**config.mk**
```make
export PLATFORM = sky130hd
export DESIGN_NAME = mc_mem_bus_ctrl_flat
export DESIGN_NICKNAME = d
export VERILOG_FILES = /design/src/rtl/mc_mem_bus_ctrl_pkg.sv /design/src/rtl/mc_mem_bus_ctrl_if.sv /design/src/rtl/mc_mem_bus_ctrl_tmo.sv /design/src/rtl/mc_mem_bus_ctrl.sv /design/src/flat_wrapper.sv
export SDC_FILE = /design/constraint.sdc
export NUM_CORES = 1
export LEC_CHECK = 0
export CAP_MARGIN = 25
export CORE_MARGIN = 2
export CORE_UTILIZATION = 40
export DETAILED_ROUTE_END_ITERATION = 10
export GPL_TIMING_DRIVEN = 0
export PLACE_DENSITY = 0.78
export REMOVE_ABC_BUFFERS = 1
export SLEW_MARGIN = 40
export SYNTH_ARGS = -nofsm -noshare
export SYNTH_HDL_FRONTEND = slang
export SYNTH_SLANG_ARGS = --single-unit
```
**constraint.sdc**
```tcl
create_clock -name clock -period 4.45 [get_ports clock]
set_clock_uncertainty 0.15 [all_clocks]
set_input_delay 0.445 -clock clock [delete_from_list [all_inputs] [get_ports clock]]
set_output_delay 0.445 -clock clock [all_outputs]
set_load 0.05 [all_outputs]
```
**src/rtl/mc_mem_bus_ctrl_pkg.sv**
```systemverilog
// ---------------------------------------------------------------------------
// mc_mem_bus_ctrl_pkg
// Shared definitions for the multicycle CPU memory-bus sequencer:
//   - state encoding of the access sequencer (IDLE / BUSY / DONE)
//   - bus width constants shared with the CPU datapath
//   - word-alignment helper used on the byte address
// ---------------------------------------------------------------------------
package mc_mem_bus_ctrl_pkg;

  localparam int BUS_AW = 32;
  localparam int BUS_DW = 32;

  typedef enum logic [1:0] {
    ST_IDLE = 2'b00,
    ST_BUSY = 2'b01,
    ST_DONE = 2'b10
  } state_t;

  // A word access is legal only when the two byte-offset bits are zero.
  function automatic logic is_word_aligned(input logic [1:0] byte_off);
    return (byte_off == 2'b00);
  endfunction

endpackage

```
**src/rtl/mc_mem_bus_ctrl_if.sv**
```systemverilog
// ---------------------------------------------------------------------------
// mc_mem_bus_ctrl_if
// Word-wide memory bus between the sequencer (master) and the memory (slave).
//   bus_req   master->slave  request, held until ack or abort
//   bus_we    master->slave  write enable, stable while bus_req=1
//   bus_addr  master->slave  word address (bits [1:0] are zero)
//   bus_wdata master->slave  write data, stable while bus_req=1
//   bus_ack   slave->master  single-cycle completion pulse
//   bus_rdata slave->master  read data, valid with bus_ack
// ---------------------------------------------------------------------------
interface mc_mem_bus_ctrl_if
  import mc_mem_bus_ctrl_pkg::*;
#(
  parameter int AW = BUS_AW,
  parameter int DW = BUS_DW
) ();

  logic          bus_req;
  logic          bus_we;
  logic [AW-1:0] bus_addr;
  logic [DW-1:0] bus_wdata;
  logic          bus_ack;
  logic [DW-1:0] bus_rdata;

  modport master (
    output bus_req, bus_we, bus_addr, bus_wdata,
    input  bus_ack, bus_rdata
  );

  modport slave (
    input  bus_req, bus_we, bus_addr, bus_wdata,
    output bus_ack, bus_rdata
  );

endinterface

```
**src/rtl/mc_mem_bus_ctrl_tmo.sv**
```systemverilog
// ---------------------------------------------------------------------------
// mc_tmo_counter
// Bus-wait timeout counter.
//   clock  in   system clock
//   resetn in   asynchronous reset, active-high
//   clr    in   synchronous clear (has priority over en)
//   en     in   count enable
//   tc     out  terminal count: counter value equals TMO-1
// ---------------------------------------------------------------------------
module mc_tmo_counter #(
  parameter int TMO = 16,
  parameter int CW  = 5
) (
  input  logic clock,
  input  logic resetn,
  input  logic clr,
  input  logic en,
  output logic tc
);

  logic [CW-1:0] count;

  always_ff @(posedge clock or posedge resetn) begin
    if (resetn) begin
      count <= '0;
    end else if (clr) begin
      count <= '0;
    end else if (en) begin
      count <= count + 1'b1;
    end
  end

  assign tc = (count == CW'(TMO - 1));

endmodule

```
**src/rtl/mc_mem_bus_ctrl.sv**
```systemverilog
// ---------------------------------------------------------------------------
// mc_mem_bus_ctrl
// Memory-access sequencer between the multicycle CPU datapath and a slow
// word-wide bus. One CPU access becomes one req/ack bus cycle; the CPU is
// held via cpu_stall until the access completes (DONE releases it for
// exactly one cycle). Misaligned accesses and bus timeouts are reported
// through sticky error flags.
//   clock, resetn        clock; asynchronous active-high reset
//   cpu_rd, cpu_wr       access request (write wins when both are set)
//   cpu_addr, cpu_wdata  byte address and store data
//   cpu_rdata            read data, updated in the DONE cycle and then held
//   cpu_stall            combinational stall back to the CPU control
//   err_clr              clears sticky errors (a new error wins)
//   err_align, err_tmo   sticky misaligned / timeout flags
//   bus                  master side of the word bus
// ---------------------------------------------------------------------------
module mc_mem_bus_ctrl
  import mc_mem_bus_ctrl_pkg::*;
#(
  parameter int AW  = BUS_AW,
  parameter int DW  = BUS_DW,
  parameter int TMO = 16,
  parameter int CW  = 5
) (
  input  logic          clock,
  input  logic          resetn,
  input  logic          cpu_rd,
  input  logic          cpu_wr,
  input  logic [AW-1:0] cpu_addr,
  input  logic [DW-1:0] cpu_wdata,
  output logic [DW-1:0] cpu_rdata,
  output logic          cpu_stall,
  input  logic          err_clr,
  output logic          err_align,
  output logic          err_tmo,
  mc_mem_bus_ctrl_if.master bus
);

  state_t state;
  logic   req;
  logic   tmo_tc;

  assign req = cpu_rd | cpu_wr;

  // Stall in the very cycle the request appears, so the CPU control state
  // never advances past an access that has not completed.
  assign cpu_stall = ((state == ST_IDLE) && req) || (state == ST_BUSY);

  // Counter is held cleared in IDLE, so every bus cycle starts from zero.
  mc_tmo_counter #(
    .TMO (TMO),
    .CW  (CW)
  ) u_tmo (
    .clock  (clock),
    .resetn (resetn),
    .clr    (state == ST_IDLE),
    .en     (state == ST_BUSY),
    .tc     (tmo_tc)
  );

  always_ff @(posedge clock or posedge resetn) begin
    if (resetn) begin
      state         <= ST_IDLE;
      bus.bus_req   <= 1'b0;
      bus.bus_we    <= 1'b0;
      bus.bus_addr  <= '0;
      bus.bus_wdata <= '0;
      cpu_rdata     <= '0;
      err_align     <= 1'b0;
      err_tmo       <= 1'b0;
    end else begin
      // Clear first; any error raised below in the same cycle overrides it.
      if (err_clr) begin
        err_align <= 1'b0;
        err_tmo   <= 1'b0;
      end

      case (state)
        ST_IDLE: begin
          if (req) begin
            if (is_word_aligned(cpu_addr[1:0])) begin
              bus.bus_req   <= 1'b1;
              bus.bus_we    <= cpu_wr;
              bus.bus_addr  <= {cpu_addr[AW-1:2], 2'b00};
              bus.bus_wdata <= cpu_wdata;
              state         <= ST_BUSY;
            end else begin
              // No bus cycle: a misaligned read returns zero, a write is dropped.
              err_align <= 1'b1;
              if (!cpu_wr) cpu_rdata <= '0;
              state <= ST_DONE;
            end
          end
        end

        ST_BUSY: begin
          // Ack is tested before the terminal count so a late ack still wins.
          if (bus.bus_ack) begin
            if (!bus.bus_we) cpu_rdata <= bus.bus_rdata;
            bus.bus_req <= 1'b0;
            bus.bus_we  <= 1'b0;
            state       <= ST_DONE;
          end else if (tmo_tc) begin
            if (!bus.bus_we) cpu_rdata <= '0;
            err_tmo     <= 1'b1;
            bus.bus_req <= 1'b0;
            bus.bus_we  <= 1'b0;
            state       <= ST_DONE;
          end
        end

        ST_DONE: state <= ST_IDLE;

        default: state <= ST_IDLE;
      endcase
    end
  end

endmodule

```
**src/flat_wrapper.sv**
```systemverilog
// flat-port wrapper written by rule: the top's interface ports become plain ports
module mc_mem_bus_ctrl_flat import mc_mem_bus_ctrl_pkg::*;
#(
  parameter int AW  = BUS_AW,
  parameter int DW  = BUS_DW,
  parameter int TMO = 16,
  parameter int CW  = 5
)
  (clock, resetn, cpu_rd, cpu_wr, cpu_addr, cpu_wdata, cpu_rdata, cpu_stall, err_clr, err_align, err_tmo, bus_bus_req, bus_bus_we, bus_bus_addr, bus_bus_wdata, bus_bus_ack, bus_bus_rdata);
  mc_mem_bus_ctrl_if #(.AW(AW), .DW(DW)) bus_i ();
  input  logic clock;
  input  logic resetn;
  input  logic cpu_rd;
  input  logic cpu_wr;
  input  logic [AW-1:0] cpu_addr;
  input  logic [DW-1:0] cpu_wdata;
  output logic [DW-1:0] cpu_rdata;
  output logic cpu_stall;
  input  logic err_clr;
  output logic err_align;
  output logic err_tmo;
  output wire logic [$bits(bus_i.bus_req)-1:0] bus_bus_req;
  output wire logic [$bits(bus_i.bus_we)-1:0] bus_bus_we;
  output wire logic [$bits(bus_i.bus_addr)-1:0] bus_bus_addr;
  output wire logic [$bits(bus_i.bus_wdata)-1:0] bus_bus_wdata;
  input wire logic [$bits(bus_i.bus_ack)-1:0] bus_bus_ack;
  input wire logic [$bits(bus_i.bus_rdata)-1:0] bus_bus_rdata;
  assign bus_bus_req = bus_i.bus_req;
  assign bus_bus_we = bus_i.bus_we;
  assign bus_bus_addr = bus_i.bus_addr;
  assign bus_bus_wdata = bus_i.bus_wdata;
  assign bus_i.bus_ack = bus_bus_ack;
  assign bus_i.bus_rdata = bus_bus_rdata;
  mc_mem_bus_ctrl #(.AW(AW), .DW(DW), .TMO(TMO), .CW(CW)) u_core (.clock(clock), .resetn(resetn), .cpu_rd(cpu_rd), .cpu_wr(cpu_wr), .cpu_addr(cpu_addr), .cpu_wdata(cpu_wdata), .cpu_rdata(cpu_rdata), .cpu_stall(cpu_stall), .err_clr(err_clr), .err_align(err_align), .err_tmo(err_tmo), .bus(bus_i));
endmodule
```
==> results.md, run 1 <==
- Status: completed
- First-pass GRT wire length: approximately 16000 µm
- Compound-Gate Fraction of Synth Area: ~2.6%
- Met3 Usage GRT: about 5.5%
- Post-synth top cells: dfrtp_1, mux2_2, inv_1, nand2_1, mux2i_1
- Peak supply drop: approximately 470 µV
- CP max stage delay: roughly 0.82 ns
- Io pins: just over 200
- Worst Path Arrival: ~2.0 ns
- Post-CTS Setup Bufs: 0
- Gr busiest metal: met2
- Largest net degree at the start of global routing: 66
- Xor and xnor area share after synthesis: 0%
- Final Power: 4570 µW
- Post_cts resized: 0
- All-Layer GR Usage: between 10% and 20%
- Cell Area, Synth: 4340 µm²
- Total number of vias: 3124
- Post-Synth Simple-Gate Area: 5.25%
- Die ar.: between 10000 and 15000 µm²
- Worst Setup Start Kind: input pin
- WS Path Type: input pin to output port
- DR vias/cell: ~4.6
- Crit. End Element: output port
- DP Worst Slack: ~1.8 ns
- Clock Path Buffers: 2
- Wirelength per Cell: ~15 µm
- Root Driver: clkbuf_8
- Crit-path max FO: 4
- Fmax: around 390 MHz
- Initial antenna violation count: 0
- Max H-tree Level: 3
- Post-synth EDFFs: 0
- Final setup vio count: 0
- Post-route DRC: 0
- Clock Sinks: 105
- Pre-Repair DR Iteration Count: 4
- Final nets: ~630
- Synthesized flop and latch total: 105
- GRT overflow: 0
- Largest family of logic cells by synthesized area: multiplexers
- Warnings from Yosys: 0
- RSZ-0062 raised after global routing: false
- Slowest stage cell, crit path: clkdlybuf4s50_1
- GR Layer Usage met2: between 20% and 30%
- Area contributors post-synth: dfrtp_1, mux2_2, mux2i_1
- Final worst-path setup slack: between 1.5 and 2 ns
- Share of cells above drive strength 1: roughly 17%
- Die Wd: around 110 µm
- Post-Route WL: 10100 µm
- Fin. Hold Viols: 0
- Worst path cell trace: clkdlybuf4s50_1, nor3_2, nor2_1, clkdlybuf4s50_1
- Syn Area/Cell: roughly 13 µm²
- Grt met1 use: about a fifth
- Crit path required time: approximately 3.9 ns
- Main synth FF type: dfrtp_1
- Hpwl dp: slightly below 8000 µm
- CP bufs+invs: 2
- Post-Synthesis Cells: roughly 330
- Number of core rows: 38
- Area share of the largest cell type after synthesis: 60.6%
- Cell taking the most area after synthesis: dfrtp_1
- Clock latency on the worst-skew pair: between 0.3 and 0.4 ns
- Slew Limit Fails: 0
- Antenna cells: 0
- Sequential-to-total area share from yosys stat: roughly three fifths
- Final Instance Area: ~6700 µm²
- Least-Margin Pin Slew: roughly 0.56 ns
- Starting Density: 40.5%
- Adder-Cell Fraction of Synth Area: less than 1%
- Most numerous cell on the critical path: clkdlybuf4s50_1
- Cell variety after synth: 28
- Max Cap Viol: 0
- Power Dens Cells: 682 nW/µm²
- Post-layout util: a little over three fifths
- Hold WC Path Type: input pin to asynchronous set/reset pin
- Final min period: 2.58 ns
- Port bufs: 200
- Top-count cell post-synth: dfrtp_1
- Worst hold slack: between 0.3 and 0.4 ns
- Leakage Power: 0.00290 µW
- Gpl congestion: about 0.7
- Post-route ant nets: 0
- Mux cell area share after synthesis: 24.0%
- Post-synth ARST share: 100%
- Clock-pin transition on the worst setup and hold timing paths: around 0.090 ns
- Crit-path leading delay family: buffers and inverters
- 1st-iter DRT viols: between 60 and 70
- Num CTS Buffers: 9
- Crit share post-route: about 58%
- Post-CTS Hold Fix Bufs: 0
- Slew HR: slightly above 60%
- Total core area: 10700 µm²
- Placed Instance Area: 6540 µm²
- Vias in the first global route: roughly 3200
- CTS tree: yes
- Layout area overhead: 54.5%
- Die height: ~110 µm
==> kinds of logic after synthesis <==
family          count (synthesis)
mux                            96
other cells                     1
simple gates                   50
fa+ha+maj                       2
flops                         105
buf+inv                        55
compound gates                 16
==> cell type report <==
class                   instances  area, µm²
fillers                       890       4000
inverters                      38        150
clock buffers                  10        128
clock inverters                 5       33.8
well taps                     140        175
flip-flops and latches        105       2630
multi-input cells             166       1430
repair buffers                209       2150
==> worst paths after layout <==
check                                  startpoint  slack (ns)  cells after the start                 endpoint
setup / recovery                           cpu_wr        1.87                      4                cpu_stall
hold / removal                             resetn        0.31                      2  u_core.bus.bus_addr[23]
setup reg to reg            u_core.u_tmo.count[0]        1.98                      9     u_core.cpu_rdata[29]
hold reg to reg            u_core.bus.bus_addr[9]        0.34                      1   u_core.bus.bus_addr[9]
max in group asynchronous                  resetn        3.23                      3     u_core.cpu_rdata[12]
min in group clock         u_core.bus.bus_addr[9]        0.34                      1   u_core.bus.bus_addr[9]
==> state kept, by name, summed over array words and instances, names as in the netlist <==
| signal | cells |
|---|---|
| u_core.bus.bus_addr | 30 |
| u_core.bus.bus_req | 1 |
| u_core.bus.bus_wdata | 32 |
| u_core.bus.bus_we | 1 |
| u_core.cpu_rdata | 32 |
| u_core.err_align | 1 |
| u_core.err_tmo | 1 |
| u_core.state | 2 |
| u_core.u_tmo.count | 5 |
==> stage by stage <==
step	TNS (ns)	instances
2_1_floorplan	0	309
3_3_place_gp	-53.96	649
3_5_place_dp	0	658
4_1_cts	0	673
5_1_grt	0	673
6_report	0	673
==> worst register-to-register path, delay by kind of cell, from the launching register on <==
| family | cells | cell delay (ns) |
|---|---|---|
| buffers and inverters | 3 | 0.51 |
| AOI/OAI and AO/OA | 2 | 0.50 |
| adders and majority gates | 2 | 0.42 |
| DFF | 1 | 0.41 |
| muxes | 1 | 0.21 |
| and+or+nand+nor | 1 | 0.19 |
==> power by group <==
group / leakage [µW] / switching, µW / internal, µW / total [µW]
logic: 0.00149 / 1610 / 977 / 2580
registers: 0.00132 / 187 / 1290 / 1480
clock network: 0.0000781 / 308 / 200 / 508
total: 0.00290 / 2100 / 2470 / 4570
==> per-layer routing <==
layer	up-vias	routed length (µm)
met5	-	0
met4	0	233
met3	18	937
met2	134	5000
met1	1499	3920
li1	1473	-
==> placed cells by master (no fill, tap or decap), types with 2 or more instances in the layout <==
cell type	instances
clkinv_2	2
nor3_1	2
inv_1	37
o21ai_0	4
nor2_1	4
a22o_1	4
clkinvlp_4	2
a21o_1	2
nand2b_1	3
mux2i_1	32
mux2_1	4
buf_16	3
dfrtp_1	105
ha_1	2
clkdlybuf4s50_1	200
buf_4	2
buf_6	3
nand2_1	35
nor2_4	2
mux2_2	60
conb_1	2
clkbuf_8	9
(Power assumes the default switching activity.)
==> run 2, diff against run 1 <==
Clock period 4.45 ns to 2.4 ns, I/O delays scaled along.
==> results.md, run 2 (synthesis results as in run 1) <==
- Slew Limit Fails: 0 (unchanged)
- Fin. Hold Viols: 0 (unchanged)
- Power Dens Cells: 1260 nW/µm² (+85%)
- Largest net degree at the start of global routing: 66 (unchanged)
- Worst setup path endpoint: u_core.cpu_rdata[30]
- Die Wd: 108 µm (unchanged)
- Total core area: 10700 µm² (unchanged)
- Worst reg2reg setup slack: 0.11 ns (-1.87 ns)
- Reg-to-reg startpoint: u_core.u_tmo.count[1]
- Worst hold slack: 0.110 ns (-0.205 ns)
- WS Path Type: register to register
- Die ar.: 11700 µm² (unchanged)
- Antenna cells: 0 (unchanged)
- Placed Instance Area: 6540 µm² (unchanged)
- Clock Sinks: 105 (unchanged)
- Gpl congestion: 0.691 (unchanged)
- Port bufs: 200 (unchanged)
- Switching share of power: 45.7% (-0.35 points)
- Starting Density: 40.5% (unchanged)
- Vias in the first global route: 3248 (+1.1%)
- Reg2reg path depth: 9 (unchanged)
- Commonest non-fill, non-tap cells in the layout: clkdlybuf4s50_1, dfrtp_1, mux2_2
- DR vias/cell: 4.64 (about the same)
- Post-route DRC: 0 (unchanged)
- Logic gate share of total power: 57.3% (+0.7 points)
- Biggest registers after layout: u_core.bus.bus_wdata x32, u_core.cpu_rdata x32, u_core.bus.bus_addr x30
- Cell Count, Final, Fillers Out: 689 (+2.4%)
- Post-Route WL: 10400 µm (+2.8%)
- Initial antenna violation count: 0 (unchanged)
- RSZ-0062 raised after global routing: false
- Hpwl dp: 7800 µm (unchanged)
- Clock power frac: 11.0% (about the same)
- First-pass GRT wire length: 15900 µm (+1.5%)
- Num CTS Buffers: 9 (unchanged)
- Post-CTS Hold Fix Bufs: 0 (unchanged)
- Final setup vio count: 0 (unchanged)
- Cell internal pwr: 4690 µW (+90%)
- Max H-tree Level: 3 (unchanged)
- Max Cap Viol: 0 (unchanged)
- Crit-path max FO: 13 (+9)
- Wirelength per Cell: 15.0 µm (+0.39%)
- Final Instance Area: 6830 µm² (+2.0%)
- Setup_tns: 0 ns (unchanged)
- Crit path from: u_core.u_tmo.count[1]
- Final min period: about 2.3 ns
- Crit path required time: 2.49 ns (-1.37 ns)
- Clock Path Buffers: 2 (unchanged)
- Pre-Repair DR Iteration Count: 4 (unchanged)
- All-Layer GR Usage: 17.6% (+0.28 points)
- Peak supply drop: 876 µV (+85%)
- Layout area overhead: 57.5%
- Share of cells above drive strength 1: 19.5% (+2.8 points)
- Io pins: 203 (unchanged)
- Total number of vias: 3196 (+2.3%)
- Sw Pwr: 3940 µW (+87%)
- Slew HR: 62.3% (-0.084 points)
- Fmax: between 400 and 500 MHz
- Root Driver: clkbuf_8
- GRT overflow: 0 (unchanged)
- Leakage Power: 0.00298 µW (+2.9%)
- Clock-pin transition on the worst setup and hold timing paths: 0.10 ns (about the same)
- Clock latency on the worst-skew pair: 0.35 ns (about the same)
- Least-Margin Pin Slew: 0.564 ns (+0.00125 ns)
- Reg2reg end: u_core.cpu_rdata[30]
- 1st-iter DRT viols: 76 (+12%)
- Crit. End Element: register
- Placed Instances: 658 (unchanged)
- CTS tree: yes
- Final Power: 8630 µW (+89%)
- Status: completed
- Most common cell after layout, fill and taps aside: clkdlybuf4s50_1
- Seq pwr share: 31.7% (-0.6 points)
- Number of core rows: 38 (unchanged)
- Final nets: 649 (+2.5%)
- Worst Path Arrival: 2.37 ns (+0.38 ns)
- Crit share post-route: between 90 and 100%
- Die height: 108 µm (unchanged)
- Hold WC Path Type: input pin to asynchronous set/reset pin
- Worst Setup Start Kind: register
- Post-route ant nets: 0 (unchanged)
[run 2: per-layer routing]
layer	wire (µm)	GRT usage, %	part of all wire, %
met5	0	0	0
met1	4030	20.2	39
met2	5160	30.1	50
met3	933	5.49	9.0
met4	238	7.88	2.3
[run 2: layout make-up]
class / count / area (µm²)
Inverter: 38 / 150
Fill cell: 876 / 3870
Tap cell: 140 / 175
Clock inverter: 5 / 33.8
Sequential cell: 105 / 2630
Multi-Input combinational cell: 166 / 1440
Timing Repair Buffer: 225 / 2280
Clock buffer: 10 / 128
[run 2: worst min path at each step]
stage,end,slack [ns]
after detailed placement,u_core.bus.bus_addr[9],0.33
after global placement,u_core.bus.bus_addr[9],0.32
after floorplan,u_core.cpu_rdata[0],0.22
after global routing,u_core.bus.bus_wdata[8],0.11
after CTS,u_core.bus.bus_addr[23],0.1
final,u_core.bus.bus_addr[23],0.11
[run 2: power groups by stage]
stage	combinational [µW]	clock, µW	sequential (µW)
floorplan	935	0	4910
global placement	4730	0	2730
detailed placement	4830	0	2780
CTS	4870	986	2740
global route	5130	1070	2820
finish	4950	948	2730
[run 2: through the flow]
step	setup WS [ns]	util [%]
global route	0.00476	63.8
global placement	-2.31	59.5
floorplan	-1.18	-
detailed placement	-0.0685	61.1
finish	0.112	63.8
CTS	0.0387	62.9
[run 2: repair_timing]
action | CTS | global route
setup endpoints to repair | 22 | 14
setup buffers | 3 | 13
gates resized for setup | 1 | 3
pin swaps | 1 | 1
endpoints found under the hold margin | 0 | 0
[run 2: critical path, cell delays in order, from the launching register on]
cell,delay (ns)
dfrtp_1,0.38
ha_1,0.17
and3_1,0.17
ha_2,0.18
inv_1,0.06
a311o_1,0.36
o21bai_4,0.21
buf_12,0.17
buf_16,0.15
mux2i_2,0.15
==> run 3, diff against run 2 <==
Settings changed: CELL_PAD_IN_SITES_DETAIL_PLACEMENT set to 1, CELL_PAD_IN_SITES_GLOBAL_PLACEMENT set to 2, CORE_UTILIZATION 40 to 25, PLACE_DENSITY 0.78 to unset, PLACE_DENSITY_LB_ADDON set to 0.1.
==> results.md, run 3 (synthesis results as in run 1) <==
- Status: completed
- Power Dens Cells: 1300 nW/µm² (+3.1%)
- Slew Limit Fails: 0 (unchanged)
- Worst path cell trace: ha_1, and3_1, ha_1, inv_1, a311o_1, o21bai_4, buf_12, mux2i_1
- Max H-tree Level: 3 (unchanged)
- Initial antenna violation count: 0 (unchanged)
- 1st-iter DRT viols: 68 (-11%)
- Crit-path leading delay family: compound AO/OA/AOI/OAI gates
- Clock Sinks: 105 (unchanged)
- CP bufs+invs: 2 (-1)
- Die Wd: 136 µm (+26%)
- Most common cell after layout, fill and taps aside: clkdlybuf4s50_1
- CP max stage delay: 0.41 ns (+0.03 ns)
- Leakage Power: 0.00301 µW (+1.1%)
- Worst Setup Start Kind: register
- DR vias/cell: 4.17 (-10%)
- Vias in the first global route: 3464 (+6.7%)
- Least-Margin Pin Slew: 0.574 ns (+0.00985 ns)
- Num CTS Buffers: 9 (unchanged)
- Number of core rows: 48 (+26%)
- Routed metal-1 wire length: 4940 µm (+22%)
- Final setup vio count: 0 (unchanged)
- Clock-pin transition on the worst setup and hold timing paths: 0.08 ns (-0.02 ns)
- Starting Density: 25.3% (-15 points)
- Total core area: 17100 µm² (+60%)
- Post-route DRC: 0 (unchanged)
- Crit. End Element: register
- Root Driver: clkbuf_16
- Hpwl dp: 8980 µm (+15%)
- Port bufs: 200 (unchanged)
- RSZ-0062 raised after global routing: false
- Final Instance Area: 7020 µm² (+2.7%)
- Slew HR: 61.6% (-0.66 points)
- Antenna cells: 0 (unchanged)
- Layout area overhead: 61.8%
- WS Path Type: register to register
- Die height: 136 µm (+26%)
- Crit path required time: 2.49 ns (about the same)
- All-Layer GR Usage: 13.5% (-4.1 points)
- Fin. Hold Viols: 0 (unchanged)
- Io pins: 203 (unchanged)
- Peak supply drop: 539 µV (-38%)
- First-pass GRT wire length: 18900 µm (+19%)
- Worst Path Arrival: 2.32 ns (-0.05 ns)
- Final Power: 9130 µW (+5.9%)
- Max layer used: met4
- Post-Route WL: 12100 µm (+17%)
- Max Cap Viol: 0 (unchanged)
- Most numerous cell on the critical path: ha_1
- Met3 wire len: 1120 µm (+20%)
- Biggest registers after layout: u_core.bus.bus_wdata x32, u_core.cpu_rdata x32, u_core.bus.bus_addr x30
- Pre-Repair DR Iteration Count: 4 (unchanged)
- Placed Instance Area: 6640 µm² (+1.6%)
- Crit-path max FO: 14 (+1)
- Hold WC Path Type: input pin to asynchronous set/reset pin
- Largest net degree at the start of global routing: 61 (-7.6%)
- Slowest stage cell, crit path: a311o_1
- Final min period: 2.23 ns (-0.0566 ns)
- Post-route ant nets: 0 (unchanged)
- Gpl congestion: 0.666 (-3.6%)
- Commonest non-fill, non-tap cells in the layout: clkdlybuf4s50_1, dfrtp_1, mux2_2
- GRT overflow: 0 (unchanged)
- Final nets: 643 (-0.92%)
- Fmax: 448 MHz (+2.5%)
- Die ar.: 18400 µm² (+58%)
- CTS tree: yes
- Wirelength per Cell: 15.7 µm (+4.7%)
- Share of cells above drive strength 1: 18.9% (-0.56 points)
- Setup_tns: 0 ns (unchanged)
- Clock Path Buffers: 2 (unchanged)
- Met2 Routed Length: 5760 µm (+12%)
- Total number of vias: 3205 (+0.28%)
- Clock latency on the worst-skew pair: 0.35 ns (about the same)
- Crit share post-route: 93.0% (-2.4 points)
==> run 3: metal layers <==
layer | GRT usage (%) | up-vias
met5 | 0 | -
met1 | 16.4 | 1578
met4 | 6.37 | 0
li1 | - | 1494
met2 | 21.2 | 116
met3 | 5.24 | 17
==> run 3: timing repair <==
| action | 4_1_cts | 5_1_grt |
|---|---|---|
| gates resized for setup | 3 | 2 |
| pin swaps | 1 | 0 |
| setup buffers | 3 | 7 |
| endpoints found under the setup margin | 23 | 9 |
| hold buffers | 0 | 0 |
==> run 3: power breakdown <==
group	switching, µW	internal (µW)
sequential	325	2390
combinational	3060	1860
clock	736	762
total	4120	5020
==> run 3: worst register-to-register path: cells and delay by family (launching register included) <==
family	cells	cell delay (ns)
flops	1	0.39
mux	1	0.13
compound gates	2	0.67
fa+ha+maj	2	0.35
simple gates	1	0.18
buf+inv	2	0.25
==> run 3: path summary, 6_finish.rpt <==
check	startpoint	endpoint	slack, ns	depth (start not counted)
worst min register to register	u_core.bus.bus_addr[8]	u_core.bus.bus_addr[8]	0.34	1
max in group asynchronous	resetn	u_core.cpu_rdata[28]	1.35	3
worst min-delay path	resetn	u_core.bus.bus_addr[25]	0.12	2
worst max register to register	u_core.u_tmo.count[0]	u_core.cpu_rdata[11]	0.17	8
min in group clock	bus_bus_rdata[25]	u_core.cpu_rdata[25]	0.27	3
worst max-delay path	u_core.u_tmo.count[0]	u_core.cpu_rdata[11]	0.17	8
==> run 3: layout make-up <==
cell class	count	area [µm²]
fillers	1810	10100
flip-flops and latches	105	2630
repair buffers	219	2220
multi-input cells	166	1430
well taps	225	282
clock buffers	10	239
inverters	38	150
clock inverters	6	57.6
==> run 3: metrics by stage <==
stage	instances	utilization (%)	worst slack (ns)	hold WS [ns]
final	769	41.0	0.168	0.125
after global routing	769	41.0	0.0233	0.138
after CTS	763	40.7	0.0483	0.128
after detailed placement	744	38.8	-0.239	0.327
after global placement	734	37.8	-2.71	0.317
after floorplan	309	-	-1.18	0.224
==> edit (flow settings as in run 3) <==
`CW` is set to 5 in 3 places; all go to 6.
--- a/src/rtl/mc_mem_bus_ctrl_tmo.sv
+++ b/src/rtl/mc_mem_bus_ctrl_tmo.sv
@@ -9,7 +9,7 @@
 // ---------------------------------------------------------------------------
 module mc_tmo_counter #(
   parameter int TMO = 16,
-  parameter int CW  = 5
+  parameter int CW  = 6
 ) (
   input  logic clock,
   input  logic resetn,
--- a/src/rtl/mc_mem_bus_ctrl.sv
+++ b/src/rtl/mc_mem_bus_ctrl.sv
@@ -20,7 +20,7 @@
   parameter int AW  = BUS_AW,
   parameter int DW  = BUS_DW,
   parameter int TMO = 16,
-  parameter int CW  = 5
+  parameter int CW  = 6
 ) (
   input  logic          clock,
   input  logic          resetn,
--- a/src/flat_wrapper.sv
+++ b/src/flat_wrapper.sv
@@ -4,7 +4,7 @@
   parameter int AW  = BUS_AW,
   parameter int DW  = BUS_DW,
   parameter int TMO = 16,
-  parameter int CW  = 5
+  parameter int CW  = 6
 )
   (clock, resetn, cpu_rd, cpu_wr, cpu_addr, cpu_wdata, cpu_rdata, cpu_stall, err_clr, err_align, err_tmo, bus_bus_req, bus_bus_we, bus_bus_addr, bus_bus_wdata, bus_bus_ack, bus_bus_rdata);
   mc_mem_bus_ctrl_if #(.AW(AW), .DW(DW)) bus_i ();
Behaviour: same outputs for any inputs over 4 cycles, from zero or initial values and one cycle with resetn high; that may be too few to reach the edited logic, so the function may still have changed.
==> edit against run 3 <==
Synthesized area fell by 5.2%. Total power fell by 3.4%. Global-route usage rose by 0.75 points. Routed wire length rose by 0.78%. Largest power group unchanged. First-iteration DRC count fell by 1.5%. Count of clock-buffer cells in the layout did not move. Sequential cell count rose by 1. Critical path type unchanged. Sequential power rose by 1%. Cell area fell by 4.3%. Worst setup slack improved by 29 ps.
==> edit: results (changes against run 3) <==
Parameter                              Value

Run status
  Result of the run ... completed

Final layout
  Post-layout nets ... 574 (-11%)
  Number of standard cells in the final layout excluding fillers ... 692 (-10%)

Worst setup path
  Highest net fanout along the worst path ... 19 (+5)
  Startpoint of the worst register-to-register path ... u_core.state[1]
  Reg-to-Reg End ... u_core.bus.bus_addr[14]
  Register-to-register path setup slack ... 200 ps (+30 ps)
  Data arrival time of the critical path ... 2290 ps (-30 ps)
  Depth of the most critical reg-to-reg path ... 6 (-2)

Place
  Standard cell area after detailed placement ... 0.00641 sq mm (-3.5%)
  Final Wtd Congestion ... 0.689 (+3.4%)
  DP HPWL ... 9130 um (+1.6%)
  Cell count after placement ... 676 (-9.1%)

Logic synthesis
  Avg Cell Area, Syn ... 15.4 sq um (+15%)
  Fraction of post-synthesis cell area in the top cell type by area ... 64.6% (+3.9 points)
  Top cells by area, synth ... sky130_fd_sc_hd__dfrtp_1 65%, sky130_fd_sc_hd__mux2_2 16%, sky130_fd_sc_hd__a22o_1 7.2%
  Proportion of synthesized chip area in sequential cells ... 64.6% (+3.9 points)

Route
  Total wire length after detailed routing ... 12,200 um (+0.78%)
  Number of violations reported at the end of detailed-routing iteration 0 ... 67 (-1.5%)

GRT
  Number of global-route vias before repair ... 3,341 (-3.6%)
  Global Route Usage Sum ... 14.3% (+0.75 points)
  Wire length of the first global-routing pass ... 19,300 um (+1.9%)

Power
  Peak supply drop ... 0.453 mV (-16%)
  Leakage power ... 2.79 nW (-7.4%)

Timing
  Post-route worst hold slack ... 167 ps (+42.3 ps)
-- edit: layout make-up --
cell class                 count  area [sq um]
sequential                   106          2650
inverter                       3          18.8
clock inverter                 6          75.1
timing repair buffer         208          2150
clock buffer                  10           229
multi-input combinational    143          1320
tap                          216           270
fill                        1687          9290
-- edit: repair_timing --
action | CTS | global route
buffers inserted | 0 | 0
endpoints found under the hold margin | 0 | 0
setup endpoints to repair | 1 | 0
gates resized for setup | 1 | 0
-- edit: worst max path at each step --
| stage | slack, ps | startpoint | end |
|---|---|---|---|
| after global routing | 50 | u_core.state[1] | u_core.bus.bus_wdata[20] |
| after global placement | -2680 | resetn | u_core.bus.bus_addr[15] |
| after CTS | 140 | u_core.state[1] | u_core.bus.bus_wdata[18] |
| final | 200 | u_core.state[1] | u_core.bus.bus_addr[14] |
| after detailed placement | -20 | cpu_addr[1] | u_core.bus.bus_addr[26] |
| after floorplan | -780 | resetn | u_core.bus.bus_addr[10] |
-- edit: power breakdown --
group | leakage (nW) | total, mW | switching (mW) | internal, mW
sequential | 1.33 | 2.76 | 0.351 | 2.40
clock | 0.145 | 1.53 | 0.700 | 0.825
combinational | 1.32 | 4.54 | 2.88 | 1.66
total | 2.79 | 8.82 | 3.93 | 4.89
-- edit: kinds of logic after synthesis --
family | count (synthesis) | share of synthesized area [%]
AOI/OAI and AO/OA | 46 | 9.38
xor gates and xnor gates | 2 | 0.426
adders and majority gates | 1 | 0.304
buffers and inverters | 19 | 3.87
DFF | 106 | 64.6
muxes | 63 | 17.3
other | 1 | 0.0913
and+or+nand+nor | 29 | 4.11
-- edit: per-layer routing --
layer	share of wire (%)	wire (um)	GRT usage [%]
met2	54	6590	25.2
met5	0	0	0
met4	1.4	167	5.38
met1	38	4690	16.3
met3	6.2	757	4.38
-- edit: worst max-delay path, stage by stage, from the launching register on --
cell and delay, ps:
sky130_fd_sc_hd__dfrtp_1 540, sky130_fd_sc_hd__nor2_4 240, sky130_fd_sc_hd__nand2_1 120, sky130_fd_sc_hd__nor2_4 300
sky130_fd_sc_hd__buf_16 200, sky130_fd_sc_hd__buf_16 170, sky130_fd_sc_hd__mux2_2 350
-- edit: metrics by stage --
| step | power, mW | setup slack, ps |
|---|---|---|
| after detailed placement | 7.39 | -18.9 |
| after CTS | 8.98 | 138 |
| after global placement | 7.27 | -2680 |
| after global routing | 9.22 | 55.0 |
| after floorplan | 5.61 | -779 |
| final | 8.82 | 197 |
